--- src/rtl/qpsk_demapper.sv ---
// QPSK hard-decision demapper: packs four {sign(I), sign(Q)} dibits per byte, MSB first, with sop/last/parity sideband.
// Optional low-confidence symbol counter enabled by defining QPSK_DEMAPPER_LOWCONF_EN.
module qpsk_demapper #(
  parameter int SAMPLE_W     = 16,
  parameter int LOW_CONF_THR = 4096
) (
  input  logic                clk,
  input  logic                rst_n,
  input  logic                s_axis_valid,
  output logic                s_axis_ready,
  input  logic [SAMPLE_W-1:0] s_axis_i,
  input  logic [SAMPLE_W-1:0] s_axis_q,
  input  logic                s_axis_last,
  input  logic                s_axis_sop,
  input  logic                s_axis_is_parity,
  output logic                m_axis_valid,
  input  logic                m_axis_ready,
  output logic [7:0]          m_axis_data,
  output logic                m_axis_last,
  output logic                m_axis_sop,
  output logic                m_axis_is_parity,
  output logic                align_err
`ifdef QPSK_DEMAPPER_LOWCONF_EN
  ,
  output logic [31:0]         low_conf_cnt
`endif
);

  // Byte-in-progress state
  logic [1:0] r_sym_cnt;
  logic [5:0] r_acc;
  logic       r_acc_sop;
  logic       r_acc_par;
  logic       r_acc_last;
  logic       r_run;
  logic       r_align_err;

  // Output register
  logic       r_m_valid;
  logic [7:0] r_m_data;
  logic       r_m_last;
  logic       r_m_sop;
  logic       r_m_par;

  logic       w_hs;
  logic       w_realign;
  logic [1:0] w_k;
  logic [1:0] w_dibit;
  logic [5:0] w_base;
  logic [7:0] w_byte;
  logic       w_first;
  logic       w_sop;
  logic       w_par;
  logic       w_last;
  logic       w_load;

  // r_run keeps ready low during reset and raises it on the first edge after release.
  assign s_axis_ready = r_run &&
                        (((r_sym_cnt != 2'd3) && !s_axis_last) || !r_m_valid || m_axis_ready);

  assign w_hs      = s_axis_valid && s_axis_ready;
  assign w_realign = s_axis_sop && (r_sym_cnt != 2'd0);
  assign w_k       = w_realign ? 2'd0 : r_sym_cnt;
  assign w_dibit   = {s_axis_i[SAMPLE_W-1], s_axis_q[SAMPLE_W-1]};
  assign w_base    = w_realign ? 6'd0 : r_acc;
  assign w_first   = (w_k == 2'd0);
  assign w_sop     = w_first ? s_axis_sop       : r_acc_sop;
  assign w_par     = w_first ? s_axis_is_parity : r_acc_par;
  assign w_last    = s_axis_last || (!w_first && r_acc_last);
  assign w_load    = w_hs && ((w_k == 2'd3) || s_axis_last);

  // NOTE: every combinational output gets a default before the case so no latch is inferred.
  always_comb begin
    w_byte = {w_base, 2'b00};
    case (w_k)
      2'd0:    w_byte[7:6] = w_dibit;
      2'd1:    w_byte[5:4] = w_dibit;
      2'd2:    w_byte[3:2] = w_dibit;
      default: w_byte[1:0] = w_dibit;
    endcase
  end

  // NOTE: sequential state uses non-blocking assignments so every register samples pre-edge values.
  always_ff @(posedge clk or negedge rst_n) begin
    if (!rst_n) begin
      r_run       <= 1'b0;
      r_sym_cnt   <= 2'd0;
      r_acc       <= 6'd0;
      r_acc_sop   <= 1'b0;
      r_acc_par   <= 1'b0;
      r_acc_last  <= 1'b0;
      r_align_err <= 1'b0;
    end else begin
      r_run       <= 1'b1;
      r_align_err <= w_hs && w_realign;
      if (w_hs) begin
        if (w_load) begin
          r_sym_cnt  <= 2'd0;
          r_acc      <= 6'd0;
          r_acc_sop  <= 1'b0;
          r_acc_par  <= 1'b0;
          r_acc_last <= 1'b0;
        end else begin
          r_sym_cnt  <= w_k + 2'd1;
          r_acc      <= w_byte[7:2];
          r_acc_sop  <= w_sop;
          r_acc_par  <= w_par;
          r_acc_last <= w_last;
        end
      end
    end
  end

  // A new byte may load in the same cycle the previous one is taken.
  always_ff @(posedge clk or negedge rst_n) begin
    if (!rst_n) begin
      r_m_valid <= 1'b0;
      r_m_data  <= 8'd0;
      r_m_last  <= 1'b0;
      r_m_sop   <= 1'b0;
      r_m_par   <= 1'b0;
    end else if (w_load) begin
      r_m_valid <= 1'b1;
      r_m_data  <= w_byte;
      r_m_last  <= w_last;
      r_m_sop   <= w_sop;
      r_m_par   <= w_par;
    end else if (m_axis_ready) begin
      r_m_valid <= 1'b0;
    end
  end

  assign m_axis_valid     = r_m_valid;
  assign m_axis_data      = r_m_data;
  assign m_axis_last      = r_m_last;
  assign m_axis_sop       = r_m_sop;
  assign m_axis_is_parity = r_m_par;
  assign align_err        = r_align_err;

`ifdef QPSK_DEMAPPER_LOWCONF_EN
  localparam logic [SAMPLE_W:0] LowThr = (SAMPLE_W+1)'(LOW_CONF_THR);

  // The most negative sample has no positive twin, so it maps to the positive maximum.
  function automatic logic [SAMPLE_W-1:0] sat_abs(input logic [SAMPLE_W-1:0] x);
    if (x == {1'b1, {(SAMPLE_W-1){1'b0}}})
      return {1'b0, {(SAMPLE_W-1){1'b1}}};
    else if (x[SAMPLE_W-1])
      return (~x) + 1'b1;
    else
      return x;
  endfunction

  logic [31:0] r_low_conf_cnt;
  logic        w_low;

  assign w_low = ({1'b0, sat_abs(s_axis_i)} < LowThr) ||
                 ({1'b0, sat_abs(s_axis_q)} < LowThr);

  always_ff @(posedge clk or negedge rst_n) begin
    if (!rst_n)
      r_low_conf_cnt <= 32'd0;
    else if (w_hs && w_low && (r_low_conf_cnt != 32'hFFFF_FFFF))
      r_low_conf_cnt <= r_low_conf_cnt + 32'd1;
  end

  assign low_conf_cnt = r_low_conf_cnt;
`else
  // Only the sign bits matter for the hard decision itself.
  logic w_unused_bits;
  assign w_unused_bits = ^{s_axis_i[SAMPLE_W-2:0], s_axis_q[SAMPLE_W-2:0], LOW_CONF_THR[0]};
`endif

endmodule
--- config.mk ---
export PLATFORM = sky130hd
export DESIGN_NAME = qpsk_demapper
export DESIGN_NICKNAME = d
export VERILOG_FILES = /design/src/rtl/qpsk_demapper.sv
export SDC_FILE = /design/constraint.sdc
export NUM_CORES = 1
export LEC_CHECK = 0
export BUFFER_PORTS_ARGS = -buffer_cell sky130_fd_sc_hd__buf_2
export CELL_PAD_IN_SITES_DETAIL_PLACEMENT = 1
export CELL_PAD_IN_SITES_GLOBAL_PLACEMENT = 1
export CORE_MARGIN = 1
export CORE_UTILIZATION = 30
export CTS_CLUSTER_SIZE = 12
export DETAILED_ROUTE_END_ITERATION = 12
export PLACE_DENSITY_LB_ADDON = 0.1
export SETUP_SLACK_MARGIN = 0.5
export SLEW_MARGIN = 10
export SYNTH_ARGS = -nofsm -noshare
export SYNTH_HDL_FRONTEND = slang
export SYNTH_SLANG_ARGS = --single-unit
--- constraint.sdc ---
create_clock -name clk -period 1.36 [get_ports clk]
set_clock_uncertainty 0.1 [all_clocks]
set_input_delay 0.34 -clock clk [delete_from_list [all_inputs] [get_ports clk]]
set_output_delay 0.34 -clock clk [all_outputs]
set_load 0.05 [all_outputs]
==> results_dict.tcl, run 1 <==
set metrics [dict create \
    place_area_um2 1490 \
    yosys.cell_types.count 31 \
    postSynthCellCount 109 \
    portBuffers 22 \
    die_area_um2 4080 \
    root_buffer "clkbuf_8" \
    rsz0062_at_grt "true" \
    htreeDepth 1 \
    yosysWarnings 0 \
    finalSetupViolCount 25 \
    max-vdd-ir-drop_mv 0.446 \
    grt_max_degree 26 \
    dp.cells 192 \
    finalMaxSlewViolations 0 \
    n_fill_cell 401 \
    cts_buffers 3 \
    die_h_um 63.9 \
    maxCapViolCount 0 \
    cts_buffer_depth 2 \
    ios 53 \
    chipWidth_um 63.9 \
    cp_cell_sequence "a21oi_4, o21a_4, buf_8" \
    vias 1013 \
    hold_viol 25 \
    ys_seq_area_share_pct 54.5 \
    hold_path.class "in2async" \
    synth_area_um2 1150 \
    reg2reg_depth 7 \
    drive_above_1_share_pct 66.9 \
    cts_sinks 25 \
    remaining_drc_errors 0 \
    start_kind "flop" \
    via_per_inst 4.87 \
    cts_tree "done" \
    async_flop_share_pct 100 \
    max_stage_delay_ps 420 \
    syn_area_per_cell_um2 10.5 \
    drt-initial-drc-count 15 \
    clk_latency_ps 280 \
    dr.max_layer_used "met4" \
    grt_pass1_vias 1054 \
    drt_pre_antenna_iters 3 \
    place_ws_ps -182 \
    reg2reg_to "r_acc[5]" \
    post-route-util_pct 54.1 \
    place_hpwl_um 2010 \
    routed-wl-met3_um 99 \
    whs_ps -57.2 \
    crit_type "reg2out" \
    violations "hold timing, setup timing" \
    p_leak_nw 0.840 \
    cp-end-kind "output port" \
    fin_crit_sh_pct 118 \
    met1_length_um 1330 \
    crit_arrival_ps 1170 \
    totalWireLength_um 3170 \
    num_antenna_cells 0 \
    rows 22 \
    finalNonFillerCells 208 \
    gr-total-overflow 0 \
    antenna_found_initial 0 \
    area_delta_synth_final_pct 72.5 \
    required_ps 920 \
    nNetsFinal 200 \
    start_util_pct 31.4 \
    rrSetupSlack_ps -230 \
    synth_nets 148 \
    status "finished, violations left" \
    wire_per_inst_um 15.3 \
    coreArea_um2 3660 \
    max_freq_mhz 622 \
    ys.flop_type "dfrtp_1" \
    final_area_um2 1980 \
    path_max_fanout 2 \
    grt_pass1_wl_um 5310 \
    synth_edf_count 0 \
    slowest_stage "dfrtp_1" \
    place_congestion 0.751 \
    path_clk_slew_ps 90 \
    r2r_start "r_sym_cnt[0]" \
    postRouteAntennaNets 0 \
    ys_seq_elements 25 \
    fin_ws_ps -248 \
    powerDensity_nw_per_um2 1110 \
    fin_crit_ps 1610 \
    wl_met2_um 1690 \
    grt_usage_pct 17.6 \
]
==> Yosys cell counts (2+ instances only) <==
cell	number	share of area (%)
o21ai_2	5	3.8
mux2i_1	3	2.6
nor2_1	4	1.3
buf_6	2	2.0
a21oi_1	4	1.7
dfrtp_1	25	54
nor2b_1	3	1.6
a22oi_1	3	2.0
or2_4	2	1.5
a2bb2oi_1	3	2.3
a22o_1	2	1.5
o31ai_1	5	3.3
inv_1	2	0.65
nand2_1	20	6.5
o21ai_0	10	4.4
==> timing repair <==
action,in CTS,in global routing
pin swaps,10,6
gates cloned,0,0
buffers inserted,9,3
hold endpoints to repair,25,25
gates resized for setup,77,15
setup endpoints to repair,38,38
==> logic make-up (layout without fill, tap and decap cells) <==
group	Yosys count	after routing	share of synthesized area, %
compound gates	37	37	22.9
simple gates	36	36	15.6
flops	25	25	54.5
buf+inv	7	58	4.14
mux	3	3	2.61
other cells	1	1	0.326
==> critical path, delay by kind of cell, from the launching register on <==
family | cells | cell delay [ps]
flip-flops | 1 | 420
AO/OA/AOI/OAI | 2 | 330
buffers and inverters | 1 | 140
==> stage by stage <==
stage               setup TNS [ps]  total power, mW
CTS                          -3510             2.12
floorplan                    -1300             1.26
global placement             -1970             1.42
detailed placement           -2420             1.43
finish                       -3720             2.21
global route                 -5220             2.32
==> power by group <==
group          switching (mW)  leakage [nW]  total, mW  internal, mW
combinational           0.450         0.504      0.846         0.395
clock                   0.250        0.0228      0.460         0.210
sequential             0.0748         0.313      0.903         0.828
total                   0.775         0.840       2.21          1.43
==> cell usage in the layout (no fill, tap or decap), drive strengths merged <==
| master | netlist | final |
|---|---|---|
| buf | 4 | 52 |
| dfrtp | 25 | 25 |
| nand2 | 20 | 20 |
| o21ai | 15 | 15 |
| a21oi | 5 | 5 |
| o31ai | 5 | 5 |
| nor2 | 4 | 4 |
| clkbuf | 1 | 4 |
| mux2i | 3 | 3 |
| a22oi | 3 | 3 |
| a2bb2oi | 3 | 3 |
| nor2b | 3 | 3 |
| or2 | 2 | 2 |
| inv | 2 | 2 |
| a22o | 2 | 2 |
| nand2b | 1 | 1 |
| o21a | 1 | 1 |
| and2 | 1 | 1 |
| nor3b | 1 | 1 |
| and3b | 1 | 1 |
| a31oi | 1 | 1 |
| o221ai | 1 | 1 |
| nor3 | 1 | 1 |
| a211oi | 1 | 1 |
| and2b | 1 | 1 |
| nand3b | 1 | 1 |
| conb | 1 | 1 |
==> registers in the layout, indices dropped and copies added (netlist names) <==
| signal | cells |
|---|---|
| r_acc_par | 1 |
| m_axis_last | 1 |
| align_err | 1 |
| r_sym_cnt | 2 |
| r_acc_last | 1 |
| r_acc | 6 |
| m_axis_valid | 1 |
| r_run | 1 |
| r_acc_sop | 1 |
| m_axis_is_parity | 1 |
| m_axis_sop | 1 |
| m_axis_data | 8 |
==> worst max-delay path by stage <==
stage	end	start	slack, ps
6_report	s_axis_ready	r_sym_cnt[0]	-250
5_1_grt	r_acc[5]	r_sym_cnt[0]	-290
4_1_cts	s_axis_ready	r_sym_cnt[0]	-250
3_5_place_dp	s_axis_ready	s_axis_last	-180
3_3_place_gp	s_axis_ready	s_axis_last	-180
2_1_floorplan	r_acc[2]	r_sym_cnt[1]	-120
==> layer usage <==
layer | track usage [%] | vias to the layer above
met5 | 0 | -
met4 | 6.82 | 0
met3 | 4.29 | 5
met2 | 29.0 | 16
met1 | 22.1 | 505
li1 | - | 487
==> final cells by class <==
cell class                 count  area (um2)  share of cell area, %
clock buffer                   4        45.0                   2.27
sequential                    25         642                   32.4
multi-input combinational     77         709                   35.8
tap                           48        60.1                   3.03
inverter                       2        7.51                  0.379
timing repair buffer          52         518                   26.1
Note: power is estimated with default switching activity, not from simulation.
==> run 2: changes to the inputs <==
==> constraint.sdc (replaced) <==
create_clock -name clk -period 1.36 [get_ports clk]
set_clock_uncertainty 0.1 [all_clocks]
set_input_delay 0.34 -clock clk [delete_from_list [all_inputs] [get_ports clk]]
set_output_delay 0.34 -clock clk [all_outputs]
set_load 0.02 [all_outputs]
==> results_dict.tcl, run 2 (same netlist as run 1, synthesis figures left out) <==
set metrics [dict create \
    htreeDepth 1 \
    hold_viol 25 \
    finalMaxSlewViolations 0 \
    wire_per_inst_um 14.4 \
    whs_ps -49.8 \
    grt_pass1_vias 1021 \
    die_h_um 63.9 \
    cp-end-kind "output port" \
    rsz0062_at_grt "true" \
    place_hpwl_um 1950 \
    totalWireLength_um 3020 \
    max-vdd-ir-drop_mv 0.422 \
    clk_latency_ps 270 \
    cts_buffers 3 \
    multi_input_area_um2 671 \
    status "finished, violations left" \
    root_buffer "clkbuf_8" \
    cts_tree "done" \
    slowest_stage "dfrtp_2" \
    p_leak_nw 0.817 \
    grt_max_degree 26 \
    place_ws_ps -157 \
    crit_arrival_ps 1150 \
    drive_above_1_share_pct 64.6 \
    path_max_fanout 2 \
    hold_path.class "in2async" \
    die_area_um2 4080 \
    crit_type "reg2out" \
    n_fill_cell 396 \
    reg2reg_to "r_acc[3]" \
    drt-initial-drc-count 25 \
    path_clk_slew_ps 90 \
    ios 53 \
    fin_crit_ps 1590 \
    cp_cell_sequence "a21oi_4, o21a_2, buf_6" \
    finalNonFillerCells 209 \
    maxCapViolCount 0 \
    grt_usage_pct 15.8 \
    place_congestion 0.780 \
    fin_crit_sh_pct 117 \
    max_freq_mhz 630 \
    vias 999 \
    final_common_cell "buf_6" \
    start_util_pct 31.4 \
    grt_pass1_wl_um 4840 \
    finalSetupViolCount 24 \
    cts_buffer_depth 2 \
    portBuffers 22 \
    rows 22 \
    fin_ws_ps -228 \
    antenna_found_initial 0 \
    nNetsFinal 201 \
    area_delta_synth_final_pct 66.3 \
    required_ps 920 \
    remaining_drc_errors 0 \
    rrSetupSlack_ps -220 \
    ff_latch_area_um2 643 \
    max_stage_delay_ps 440 \
    powerDensity_nw_per_um2 1040 \
    dp.cells 191 \
    reg2reg_depth 5 \
    num_antenna_cells 0 \
    start_kind "flop" \
    drt_pre_antenna_iters 3 \
    via_per_inst 4.78 \
    postRouteAntennaNets 0 \
    post-route-util_pct 52.2 \
    coreArea_um2 3660 \
    gr-total-overflow 0 \
    violations "hold timing, setup timing" \
    layout_common_cells "buf_6 (23), buf_4 (20), nand2_1 (16)" \
    r2r_start "r_sym_cnt[1]" \
    chipWidth_um 63.9 \
    largest_reg_flops 8 \
    cts_sinks 25 \
]
run 2: worst max path at each step:
stage | from | end | slack (ps) | cells after the start
global placement | r_sym_cnt[1] | s_axis_ready | -150 | 3
detailed placement | r_sym_cnt[1] | s_axis_ready | -160 | 3
floorplan | r_sym_cnt[1] | r_acc[2] | -110 | 5
finish | r_sym_cnt[1] | s_axis_ready | -230 | 3
CTS | r_sym_cnt[1] | s_axis_ready | -230 | 3
global route | r_sym_cnt[0] | s_axis_ready | -260 | 3
run 2: cell type report:
type	instances	share of cell area [%]
timing repair buffer	53	25.3
multi-input combinational	77	35.1
sequential	25	33.7
inverter	2	0.393
tap	48	3.14
clock buffer	4	2.36
run 2: routing by layer:
layer	up-vias	global-route usage [%]	wire, um
li1	487	-	-
met1	494	19.1	1350
met2	14	27.9	1560
met3	4	2.50	67
met4	0	5.97	38
met5	-	0	0
run 2: power by group:
group          internal (mW)  total, mW  switching [mW]  leakage [nW]
Combinational          0.336      0.654           0.317         0.482
Clock                  0.210      0.444           0.234        0.0228
Sequential             0.828      0.891          0.0627         0.312
run 2: through the flow:
step | setup TNS (ps) | cell area, um2 | hold slack [ps] | total power, mW
2_1_floorplan | -1460 | 1190 | -55.6 | 1.13
3_3_place_gp | -1980 | 1450 | 249 | 1.28
3_5_place_dp | -2360 | 1450 | 251 | 1.29
4_1_cts | -4000 | 1740 | -45.0 | 1.90
5_1_grt | -4740 | 1910 | -43.8 | 2.10
6_report | -3260 | 1910 | -49.8 | 1.99
run 2: critical path: cells and delay by family, from the launching register on:
family	cells	cell delay, ps
AOI/OAI and AO/OA	2	330
buffers and inverters	1	120
DFF	1	440
run 2: what timing repair did:
item / CTS / global route
cloned: 0 / 1
setup endpoints to repair: 38 / 38
hold endpoints to repair: 25 / 25
gates resized for setup: 52 / 29
buffers inserted: 8 / 5
pin swaps: 5 / 10
==> run 3: changes to the inputs <==
--- a/config.mk
+++ b/config.mk
@@ -14,6 +14,7 @@
 export DETAILED_ROUTE_END_ITERATION = 12
 export PLACE_DENSITY_LB_ADDON = 0.1
 export SETUP_SLACK_MARGIN = 0.5
+export SKIP_LAST_GASP = 1
 export SLEW_MARGIN = 10
 export SYNTH_ARGS = -nofsm -noshare
 export SYNTH_HDL_FRONTEND = slang
==> constraint.sdc (replaced) <==
create_clock -name clk -period 1.45 [get_ports clk]
set_clock_uncertainty 0.1 [all_clocks]
set_input_delay 0.3625 -clock clk [delete_from_list [all_inputs] [get_ports clk]]
set_output_delay 0.3625 -clock clk [all_outputs]
set_load 0.02 [all_outputs]
==> results_dict.tcl, run 3 (same netlist as run 1, synthesis figures left out) <==
set metrics [dict create \
    final_area_um2 1900 \
    nNetsFinal 202 \
    cp-end-kind "output port" \
    via_per_inst 4.85 \
    vias 1019 \
    rows 22 \
    clk_latency_ps 260 \
    setup_tns_ps -1130 \
    place_area_um2 1400 \
    fin_crit_sh_pct 109 \
    start_kind "flop" \
    final_common_cell "dfrtp_1" \
    post-route-util_pct 51.9 \
    critPathBufInv 1 \
    num_antenna_cells 0 \
    reg2reg_to "r_acc[0]" \
    max_stage_delay_ps 440 \
    crit_family "flip-flops" \
    crit_arrival_ps 1130 \
    slowest_stage "dfrtp_2" \
    path_depth 3 \
    p_leak_nw 0.839 \
    hold_path.class "in2async" \
    ctsHoldBuffers 0 \
    totalWireLength_um 3180 \
    finalMaxSlewViolations 0 \
    coreArea_um2 3660 \
    die_h_um 63.9 \
    crit_type "reg2out" \
    maxCapViolCount 0 \
    antenna_found_initial 0 \
    path_max_fanout 2 \
    gr-total-overflow 0 \
    cts_buffers 3 \
    max_freq_mhz 630 \
    dp.cells 188 \
    rsz0062_at_grt "true" \
    drive_above_1_share_pct 57.4 \
    rrSetupSlack_ps -120 \
    start_util_pct 31.4 \
    grt_pass1_vias 1084 \
    largest_reg_flops 8 \
    relSlewSlack_pct 62.0 \
    max-vdd-ir-drop_mv 0.446 \
    r2r_start "r_sym_cnt[1]" \
    htreeDepth 1 \
    area_delta_synth_final_pct 65.5 \
    root_buffer "clkbuf_8" \
    die_area_um2 4080 \
    finalSetupViolCount 18 \
    cts_sinks 25 \
    place_congestion 0.701 \
    required_ps 990 \
    violations "hold timing, setup timing" \
    cp_cell_sequence "a21oi_4, o21a_2, buf_6" \
    portBuffers 22 \
    status "finished, violations left" \
    tightest_slew_ps 569 \
    place_hpwl_um 2050 \
    reg2reg_depth 5 \
    remaining_drc_errors 0 \
    layout_common_cells "dfrtp_1 (24), buf_4 (23), buf_6 (22)" \
    place_ws_ps -74.8 \
    path_clk_slew_ps 90 \
    drt_pre_antenna_iters 4 \
    wire_per_inst_um 15.1 \
    grt_pass1_wl_um 5220 \
    finalNonFillerCells 210 \
    whs_ps -17.7 \
    cts_buffer_depth 2 \
    fin_ws_ps -138 \
    ios 53 \
    postRouteAntennaNets 0 \
    chipWidth_um 63.9 \
    grt_usage_pct 16.9 \
    grt_max_degree 26 \
    powerDensity_nw_per_um2 986 \
    hold_viol 25 \
    fin_crit_ps 1590 \
    drt-initial-drc-count 21 \
    cts_tree "done" \
    power_mw 1.87 \
]
[run 3: cell types whose count changed in the layout (fill, tap and decap cells not counted), sizes merged]
cell and change:
buf +1
[run 3: cell type report]
type	count	area [um2]
clock buffer	4	45.0
fill	412	1760
inverter	2	7.51
multi-input combinational	77	686
sequential	25	627
tap	48	60.1
timing repair buffer	54	475
[run 3: power by group]
group	switching, mW	internal (mW)
Sequential	0.0612	0.769
Combinational	0.304	0.326
Clock	0.218	0.196
Total	0.583	1.29
[run 3: worst max-delay path by stage]
stage	startpoint	endpoint	slack (ps)
3_3_place_gp	s_axis_sop	m_axis_data[4]	-40
2_1_floorplan	r_sym_cnt[1]	r_acc[2]	-20
3_5_place_dp	s_axis_sop	m_axis_data[3]	-70
4_1_cts	r_sym_cnt[1]	m_axis_data[3]	-160
5_1_grt	r_sym_cnt[1]	s_axis_ready	-190
6_report	r_sym_cnt[1]	s_axis_ready	-140
[run 3: metal layers]
layer	routed length [um]	vias to the layer above	global-route usage [%]
met4	18	0	5.11
met5	0	-	0
met3	78	2	2.86
li1	-	493	-
met1	1330	511	19.8
met2	1750	13	30.9
[run 3: worst reg2reg max path, delay by kind of cell, from the launching register on]
kind / cells / cell delay, ps
compound gates: 1 / 130
buf+inv: 1 / 140
flops: 1 / 440
simple gates: 3 / 700
[run 3: repair_timing]
| action | 4_1_cts | 5_1_grt |
|---|---|---|
| setup buffers | 8 | 10 |
| endpoints found under the setup margin | 38 | 38 |
| pin swaps | 7 | 15 |
| resized for setup | 47 | 36 |
